<file path="config.mk">
export PLATFORM = sky130hd
export DESIGN_NAME = alu_op_sequencer
export DESIGN_NICKNAME = d
export VERILOG_FILES = /design/src/rtl/alu_seq_pkg.sv /design/src/rtl/alu_op_sequencer_rr_arbiter2.sv /design/src/rtl/alu_op_sequencer.sv
export SDC_FILE = /design/constraint.sdc
export NUM_CORES = 1
export LEC_CHECK = 0
export CAP_MARGIN = 20
export CORE_MARGIN = 10
export CORE_UTILIZATION = 37
export CTS_CLUSTER_SIZE = 8
export DETAILED_ROUTE_END_ITERATION = 7
export PLACE_DENSITY = 0.74
export SLEW_MARGIN = 40
export SYNTH_ARGS = -nofsm -noshare
export SYNTH_HDL_FRONTEND = slang
export SYNTH_HIERARCHICAL = 1
export SYNTH_SLANG_ARGS = --single-unit
</file>
<file path="constraint.sdc">
create_clock -name clk -period 1.7 [get_ports clk]
set_clock_uncertainty 0.15 [all_clocks]
set_input_delay 0.255 -clock clk [delete_from_list [all_inputs] [get_ports clk]]
set_output_delay 0.255 -clock clk [all_outputs]
set_load 0.05 [all_outputs]
</file>
<file path="src/rtl/alu_seq_pkg.sv">
// alu_seq_pkg: shared types, widths and ALU mode encodings for the ALU op sequencer
package alu_seq_pkg;
    localparam int OPW  = 4;
    localparam int RESW = 8;
    localparam int MW   = 3;

    typedef enum logic [1:0] {IDLE, EXEC, RESP} state_t;

    localparam logic [MW-1:0] ALU_ADD  = 3'd0;
    localparam logic [MW-1:0] ALU_SUB  = 3'd1;
    localparam logic [MW-1:0] ALU_INC  = 3'd2;
    localparam logic [MW-1:0] ALU_DEC  = 3'd3;
    localparam logic [MW-1:0] ALU_MUL2 = 3'd4;
    localparam logic [MW-1:0] ALU_DIV2 = 3'd5;
    localparam logic [MW-1:0] ALU_AND  = 3'd6;
    localparam logic [MW-1:0] ALU_OR   = 3'd7;
endpackage

</file>
<file path="src/rtl/alu_op_sequencer_rr_arbiter2.sv">
// rr_arbiter2: combinational two-way round-robin grant; the last-served pointer lives outside
module rr_arbiter2 (
    input  logic [1:0] req,
    input  logic       last,
    input  logic       enable,
    output logic [1:0] gnt,
    output logic       gnt_id
);
    // on a tie the requester not served last wins; otherwise the lone requester wins
    always_comb begin
        gnt_id = (req == 2'b11) ? ~last : (req[1] & ~req[0]);
        gnt    = (enable && req != 2'b00) ? (gnt_id ? 2'b10 : 2'b01) : 2'b00;
    end
endmodule

</file>
<file path="src/rtl/alu_op_sequencer.sv">
// alu_op_sequencer: arbitrates two requesters onto a shared combinational ALU and returns tagged results
module alu_op_sequencer
    import alu_seq_pkg::*;
#(
    parameter int CNT_W = 8
) (
    input  logic              clk,
    input  logic              rst_n,
    input  logic [1:0]        req_valid,
    output logic [1:0]        req_ready,
    input  logic [2*OPW-1:0]  req_a,
    input  logic [2*OPW-1:0]  req_b,
    input  logic [2*MW-1:0]   req_m,
    output logic [OPW-1:0]    alu_a,
    output logic [OPW-1:0]    alu_b,
    output logic [MW-1:0]     alu_m,
    input  logic [RESW-1:0]   alu_f,
    output logic              resp_valid,
    input  logic              resp_ready,
    output logic [RESW-1:0]   resp_data,
    output logic              resp_id,
    output logic              busy,
    output logic [CNT_W-1:0]  op_count
);
    state_t state, next;
    logic   last;
    logic   gnt_id;
    logic   hs;

    rr_arbiter2 u_arb (
        .req    (req_valid),
        .last   (last),
        .enable (state == IDLE),
        .gnt    (req_ready),
        .gnt_id (gnt_id)
    );

    assign hs = |req_ready;

    // state register
    always_ff @(posedge clk or negedge rst_n) begin
        if (!rst_n) state <= IDLE;
        else        state <= next;
    end

    // next state and status outputs
    always_comb begin
        next       = state;
        resp_valid = (state == RESP);
        busy       = (state != IDLE);
        case (state)
            IDLE:    next = hs ? EXEC : IDLE;
            EXEC:    next = RESP;
            RESP:    next = resp_ready ? IDLE : RESP;
            default: next = IDLE;
        endcase
    end

    // operand capture on grant, result capture after EXEC, completion counting
    always_ff @(posedge clk or negedge rst_n) begin
        if (!rst_n) begin
            alu_a     <= '0;
            alu_b     <= '0;
            alu_m     <= '0;
            resp_data <= '0;
            resp_id   <= 1'b0;
            last      <= 1'b1;
            op_count  <= '0;
        end else begin
            if (state == IDLE && hs) begin
                alu_a   <= gnt_id ? req_a[2*OPW-1:OPW] : req_a[OPW-1:0];
                alu_b   <= gnt_id ? req_b[2*OPW-1:OPW] : req_b[OPW-1:0];
                alu_m   <= gnt_id ? req_m[2*MW-1:MW]   : req_m[MW-1:0];
                resp_id <= gnt_id;
                last    <= gnt_id;
            end
            if (state == EXEC) resp_data <= alu_f;
            if (state == RESP && resp_ready) op_count <= op_count + CNT_W'(1);
        end
    end
endmodule
</file>
Yosys cells after proc, flatten, opt, wreduce, memory -nomap -nowiden
Index checks and enable logic that the tools add are counted.
{"block": "totals", "ff_bits": 31, "in_bits": 35, "out_inout_bits": 32, "word_cells": 31}
{"block": "op_classes", "add_sub_neg": 1, "eq_ne": 3, "muxes": 9, "bitwise_logic": 3, "n_reduce_logical": 7}
{"cell": "adder 8 x 1 -> 8 bit, second input constant", "count": 1}
{"cell": "two-way mux 4 bit", "count": 2}
{"cell": "two-way mux 2 bit", "count": 3}
{"cell": "one-hot mux 2 bit (3 select lines)", "count": 1}
{"cell": "equality test 2 bit, second input constant", "count": 2}
{"cell": "nonzero test 2 bit", "count": 2}
{"cell": "logical AND 1 bit", "count": 3}
{"cell": "two-way mux 3 bit", "count": 1}
{"cell": "equality test 2 x 1 -> 1 bit, second input constant", "count": 1}
{"cell": "logical NOT 2 bit", "count": 1}
{"cell": "two-way mux 1 bit", "count": 2}
{"cell": "inverter 1 bit", "count": 2}
{"cell": "OR reduction 2 bit", "count": 1}
{"cell": "bitwise AND 1 bit", "count": 1}

Logic depth before layout (Yosys ltp)
{"block": "logic_depth", "depth_word": 8, "ltp_mapped": 8, "depth_no_buf": 7}

Hierarchy
The synthesis kept the hierarchy.
{"mod": "alu_op_sequencer", "instances": 1, "cells_each": 96, "area_each_um2": 1417.6}
{"mod": "rr_arbiter2", "instances": 1, "cells_each": 5, "area_each_um2": 30.0}

Worst setup path after synthesis
Ideal clock, no wire load.
{"block": "synth_path", "kind": "reg2reg", "from": "register state[1]", "to": "register alu_a[0]", "t_arrival_ns": 2.552, "t_required_ns": 1.425, "slack_ns": -1.127, "stages_incl_launch_ff": 9, "n_path_buf": 1, "path_cell_list": "dfrtp_1 > or2_4 > inv_1 > nand2_1 > a21oi_1 > nor2_1 > nor2_8 > buf_12 > mux2_4"}
{"block": "synth_via", "elab_chain_cells": 5}
{"item": "start: declaration", "line": "alu_op_sequencer.sv:25", "text": "state_t state, next;"}
{"item": "start signal: assignment", "line": "alu_op_sequencer.sv:43", "text": "else state <= next;"}
{"item": "logical NOT 2 bit", "line": "alu_op_sequencer.sv:33", "text": ".enable (state == IDLE),"}
{"item": "logical AND 1 bit", "line": "alu_op_sequencer_rr_arbiter2.sv:12", "text": "gnt = (enable && req != 2'b00) ? (gnt_id ? 2'b10 : 2'b01) : 2'b00;"}
{"item": "two-way mux 2 bit", "line": "alu_op_sequencer_rr_arbiter2.sv:12"}
{"item": "named net req_ready[0]", "line": "alu_op_sequencer.sv:10", "text": "output logic [1:0] req_ready,"}
{"item": "OR reduction 2 bit", "line": "alu_op_sequencer.sv:38", "text": "assign hs = |req_ready;"}
{"item": "logical AND 1 bit", "line": "alu_op_sequencer.sv:70", "text": "if (state == IDLE && hs) begin"}
{"item": "end signal: assignment", "line": "alu_op_sequencer.sv:71", "text": "alu_a <= gnt_id ? req_a[2*OPW-1:OPW] : req_a[OPW-1:0];"}
{"item": "end: declaration", "line": "alu_op_sequencer.sv:14", "text": "output logic [OPW-1:0] alu_a,"}
The timed path passes the listed nets, and every way through them passes these cells.
A chain may end at the register's enable or synchronous reset.

Worst setup path after layout
{"block": "layout_path", "from": "register state[1]", "to": "register alu_m[1]"}
{"block": "layout_via", "elab_chain_cells": 5}
{"item": "logical NOT 2 bit (*)", "line": "alu_op_sequencer.sv:33, alu_op_sequencer.sv:70"}
{"item": "logical AND 1 bit", "line": "alu_op_sequencer_rr_arbiter2.sv:12"}
{"item": "two-way mux 2 bit", "line": "alu_op_sequencer_rr_arbiter2.sv:12"}
{"item": "OR reduction 2 bit", "line": "alu_op_sequencer.sv:38"}
{"item": "logical AND 1 bit (*)", "line": "alu_op_sequencer.sv:70"}
{"item": "end signal: assignment", "line": "alu_op_sequencer.sv:73", "text": "alu_m <= gnt_id ? req_m[2*MW-1:MW] : req_m[MW-1:0];"}
{"item": "end: declaration", "line": "alu_op_sequencer.sv:16", "text": "output logic [MW-1:0] alu_m,"}
Every way passes the cells marked *; elsewhere a longest branch is shown, timed or not.

==> flow_summary.toml <==
[placement]
pre_cts_ws_ns = -0.3559
dpl.hpwl_mm = 3.141
io_buffers = 66
dp_cells = 226
place_congestion = 0.7536
placed_area_mm2 = 0.002323

[routing]
drt_iter0_drc = 28
ant_nets = 0
routedWlPerCell_um = 17.00
drt_first_pass_iters = 2
drcViolationCount = 0
via_count = 1093
routed_wl_mm = 4.046
vias_per_cell = 4.592

[pwr]
p_leak_nw = 1.146
p_per_area_mw_per_mm2 = 2132
finalPower_mw = 5.315
vdd_drop_max_mv = 1.310

[sta]
setup_slack_ns = -0.1616
fin_crit_sh_pct = 109.5
worst_pin_slew_ns = 0.2643
whs_ns = 0.1857
period_minus_slack_ns = 1.862
final-hold-violation-count = 0
max_freq_mhz = 537.2
slew_headroom_pct = 82.38
drv_slew = 0
rsz0062_at_grt = "true"
setup_viol = 16

[synth]
synth.net_count = 137
yosys.area_share.xor_xnor_pct = 4.235
synthCells = 101
synth_fa_ha_area_share_pct = 0.8643
muxShareOfSynthArea_pct = 28.00
yosys.area.top_type = "dfrtp_1"
synthTopCellsByCount = "30 x dfrtp_1, 24 x mux2_2, 9 x mux2_4"
ys_top_cells_by_area = "dfrtp_1 52%, mux2_2 19%, mux2_4 9.3%, xor2_1 2.4%, dfstp_2 1.8%"
ys_ff_latch = 31
synth_cell_types = 26
netlist_area_mm2 = 0.001448
synth_warnings = 6
async_flop_share_pct = 100.0
yosysSeqAreaShare_pct = 53.67
post-synth-top-count-cell = "dfrtp_1"
syn_avg_cell_area_um2 = 14.33
synth_top_family_by_area = "multiplexers"
yosys.area.top_type_share_pct = 51.86
synth_top_flop_cell = "dfrtp_1"
synth_edf_count = 0
synthSimpleGateAreaFrac_pct = 8.384
synth_compound_area_share_pct = 1.469

[die]
die_area_mm2 = 0.006815
fp.dieW_um = 82.55
start_util_pct = 38.96
ios = 67
rows = 22
coreArea_mm2 = 0.003716
die_h_um = 82.55

[critical_path]
worstPathMaxFanout = 5
endpoint_kind = "flip-flop"
rr_startpoint = "state[1]$_DFF_PN0_"
startpoint_type = "flip-flop"
cp.required_ns = 1.71
critical_path_class = "reg -> reg"
rrSetupSlack_ns = -0.16
path_buf_inv = 2
arrival_ns = 1.88
worst-r2r-cell-count = 8
cpMaxStageDelayCell = "dfrtp_1"
slowest_delay_ns = 0.38
crit_family = "simple AND/OR/NAND/NOR gates"
path_cells = "or2_4 > inv_2 > nand2_2 > a21oi_4 > nor2_4 > nor2_8 > clkbuf_16 > mux2_4"
regToRegEndpoint = "alu_m[1]$_DFFE_PN0P_"

[layout]
drive_gt1_share_pct = 53.68
stdcell_count = 238
layout.nets = 225
fillers = 274
insertedDiodeCount = 0
final_cell_area_mm2 = 0.002492
area_delta_synth_final_pct = 72.17

[clocking]
cts.clk_slew.worst_paths_ns = 0.06
cts_buffers = 5
insertion_delay_ns = 0.27
cts_sinks = 31
clock_path_buffers = 2
cts-hold-fix-buffers = 0
cts_tree = "done"
cts_htree_levels = 2
cts_root_buffer = "clkbuf_8"

[outcome]
violations = "negative setup slack"
outcome = "finished with violations"

[global_route]
grt_pass1_wl_mm = 6.430
grt_start_max_net_pins = 32
grt_usage_pct = 12.28
antenna_found_initial = 0
grt_pass1_vias = 1203
overflow = 0

[run]
drv_cap = 0

[hold_path]
min_path_type = "in -> async"
worst max-delay path by stage:
stage | from | to | slack (ns) | cells after the start
6_report | state[1]$_DFF_PN0_ | alu_m[1]$_DFFE_PN0P_ | -0.16 | 8
4_1_cts | state[1]$_DFF_PN0_ | req_ready[0] | -0.14 | 6
5_1_grt | state[1]$_DFF_PN0_ | alu_m[1]$_DFFE_PN0P_ | -0.25 | 8
3_3_place_gp | req_valid[1] | alu_b[1]$_DFFE_PN0P_ | -0.30 | 5
3_5_place_dp | req_valid[1] | alu_b[0]$_DFFE_PN0P_ | -0.36 | 7
2_1_floorplan | state[0]$_DFF_PN0_ | alu_a[0]$_DFFE_PN0P_ | -0.44 | 8
registers in the layout (all words and copies together) (netlist names):
| signal | cells |
|---|---|
| op_count | 8 |
| resp_data | 8 |
| alu_a | 4 |
| alu_b | 4 |
| alu_m | 3 |
| state | 2 |
| last | 1 |
| resp_id | 1 |
layout make-up:
type	count	area, um2	share of cell area (%)
multi-input combinational	62	654.4	26.26
clock buffer	8	100.1	4.016
timing repair buffer	84	882.1	35.39
tap	48	60.06	2.410
inverter	5	18.77	0.7530
sequential	31	777.0	31.17
routing by layer:
metal  vias up  GRT usage [%]  wire [um]
met5         -              0          0
met1       527          13.87       1637
met3         2          4.320        348
li1        521              -          -
met4         0          4.515         36
met2        43          20.92       2024
power breakdown:
part | internal, mW | leakage, nW | switching (mW) | total (mW)
Sequential | 1.08 | 0.370 | 0.256 | 1.34
Clock | 0.369 | 0.0515 | 0.258 | 0.627
Combinational | 1.50 | 0.724 | 1.85 | 3.35
Total | 2.95 | 1.15 | 2.36 | 5.31
layout by cell type, fill, tap and decap left out, drive strengths merged:
| cell | netlist | routed |
|---|---|---|
| o21ai | 1 | 1 |
| buf | 3 | 49 |
| a21boi | 1 | 1 |
| xor2 | 4 | 4 |
| clkdlybuf4s50 | 0 | 34 |
| nand3b | 1 | 1 |
| and2 | 1 | 1 |
| ha | 1 | 1 |
| or2b | 1 | 1 |
| nor4 | 1 | 1 |
| nor3 | 2 | 2 |
| mux2 | 33 | 33 |
| inv | 5 | 5 |
| nand4 | 1 | 1 |
| or2 | 1 | 1 |
| clkbuf | 0 | 9 |
| a21oi | 1 | 1 |
| nand3 | 1 | 1 |
| nand2 | 3 | 3 |
| xnor2 | 3 | 3 |
| dfstp | 1 | 1 |
| dfrtp | 30 | 30 |
| nand4b | 1 | 1 |
| nand2b | 1 | 1 |
| nor2 | 4 | 4 |
repair_timing:
| item | in CTS | in global routing |
|---|---|---|
| setup buffers | 1 | 2 |
| pin swaps | 2 | 0 |
| endpoints found under the setup margin | 13 | 17 |
| cloned | 0 | 1 |
| resized for setup | 5 | 2 |
stage by stage:
step | utilization, % | TNS, ns
after floorplan | - | -5.441
after global placement | 62.53 | -3.695
after detailed placement | 62.53 | -4.351
after CTS | 65.82 | -1.544
after global routing | 67.07 | -3.306
final | 67.07 | -1.972
cells by family (layout without fill, tap and decap cells):
kind of cell | after synthesis | after routing
adders and majority gates | 1 | 1
and+or+nand+nor | 18 | 18
buffers and inverters | 8 | 97
muxes | 33 | 33
AOI/OAI and AO/OA | 3 | 3
DFF | 31 | 31
xor gates and xnor gates | 7 | 7
No activity file was read; power rests on OpenSTA's default activity.
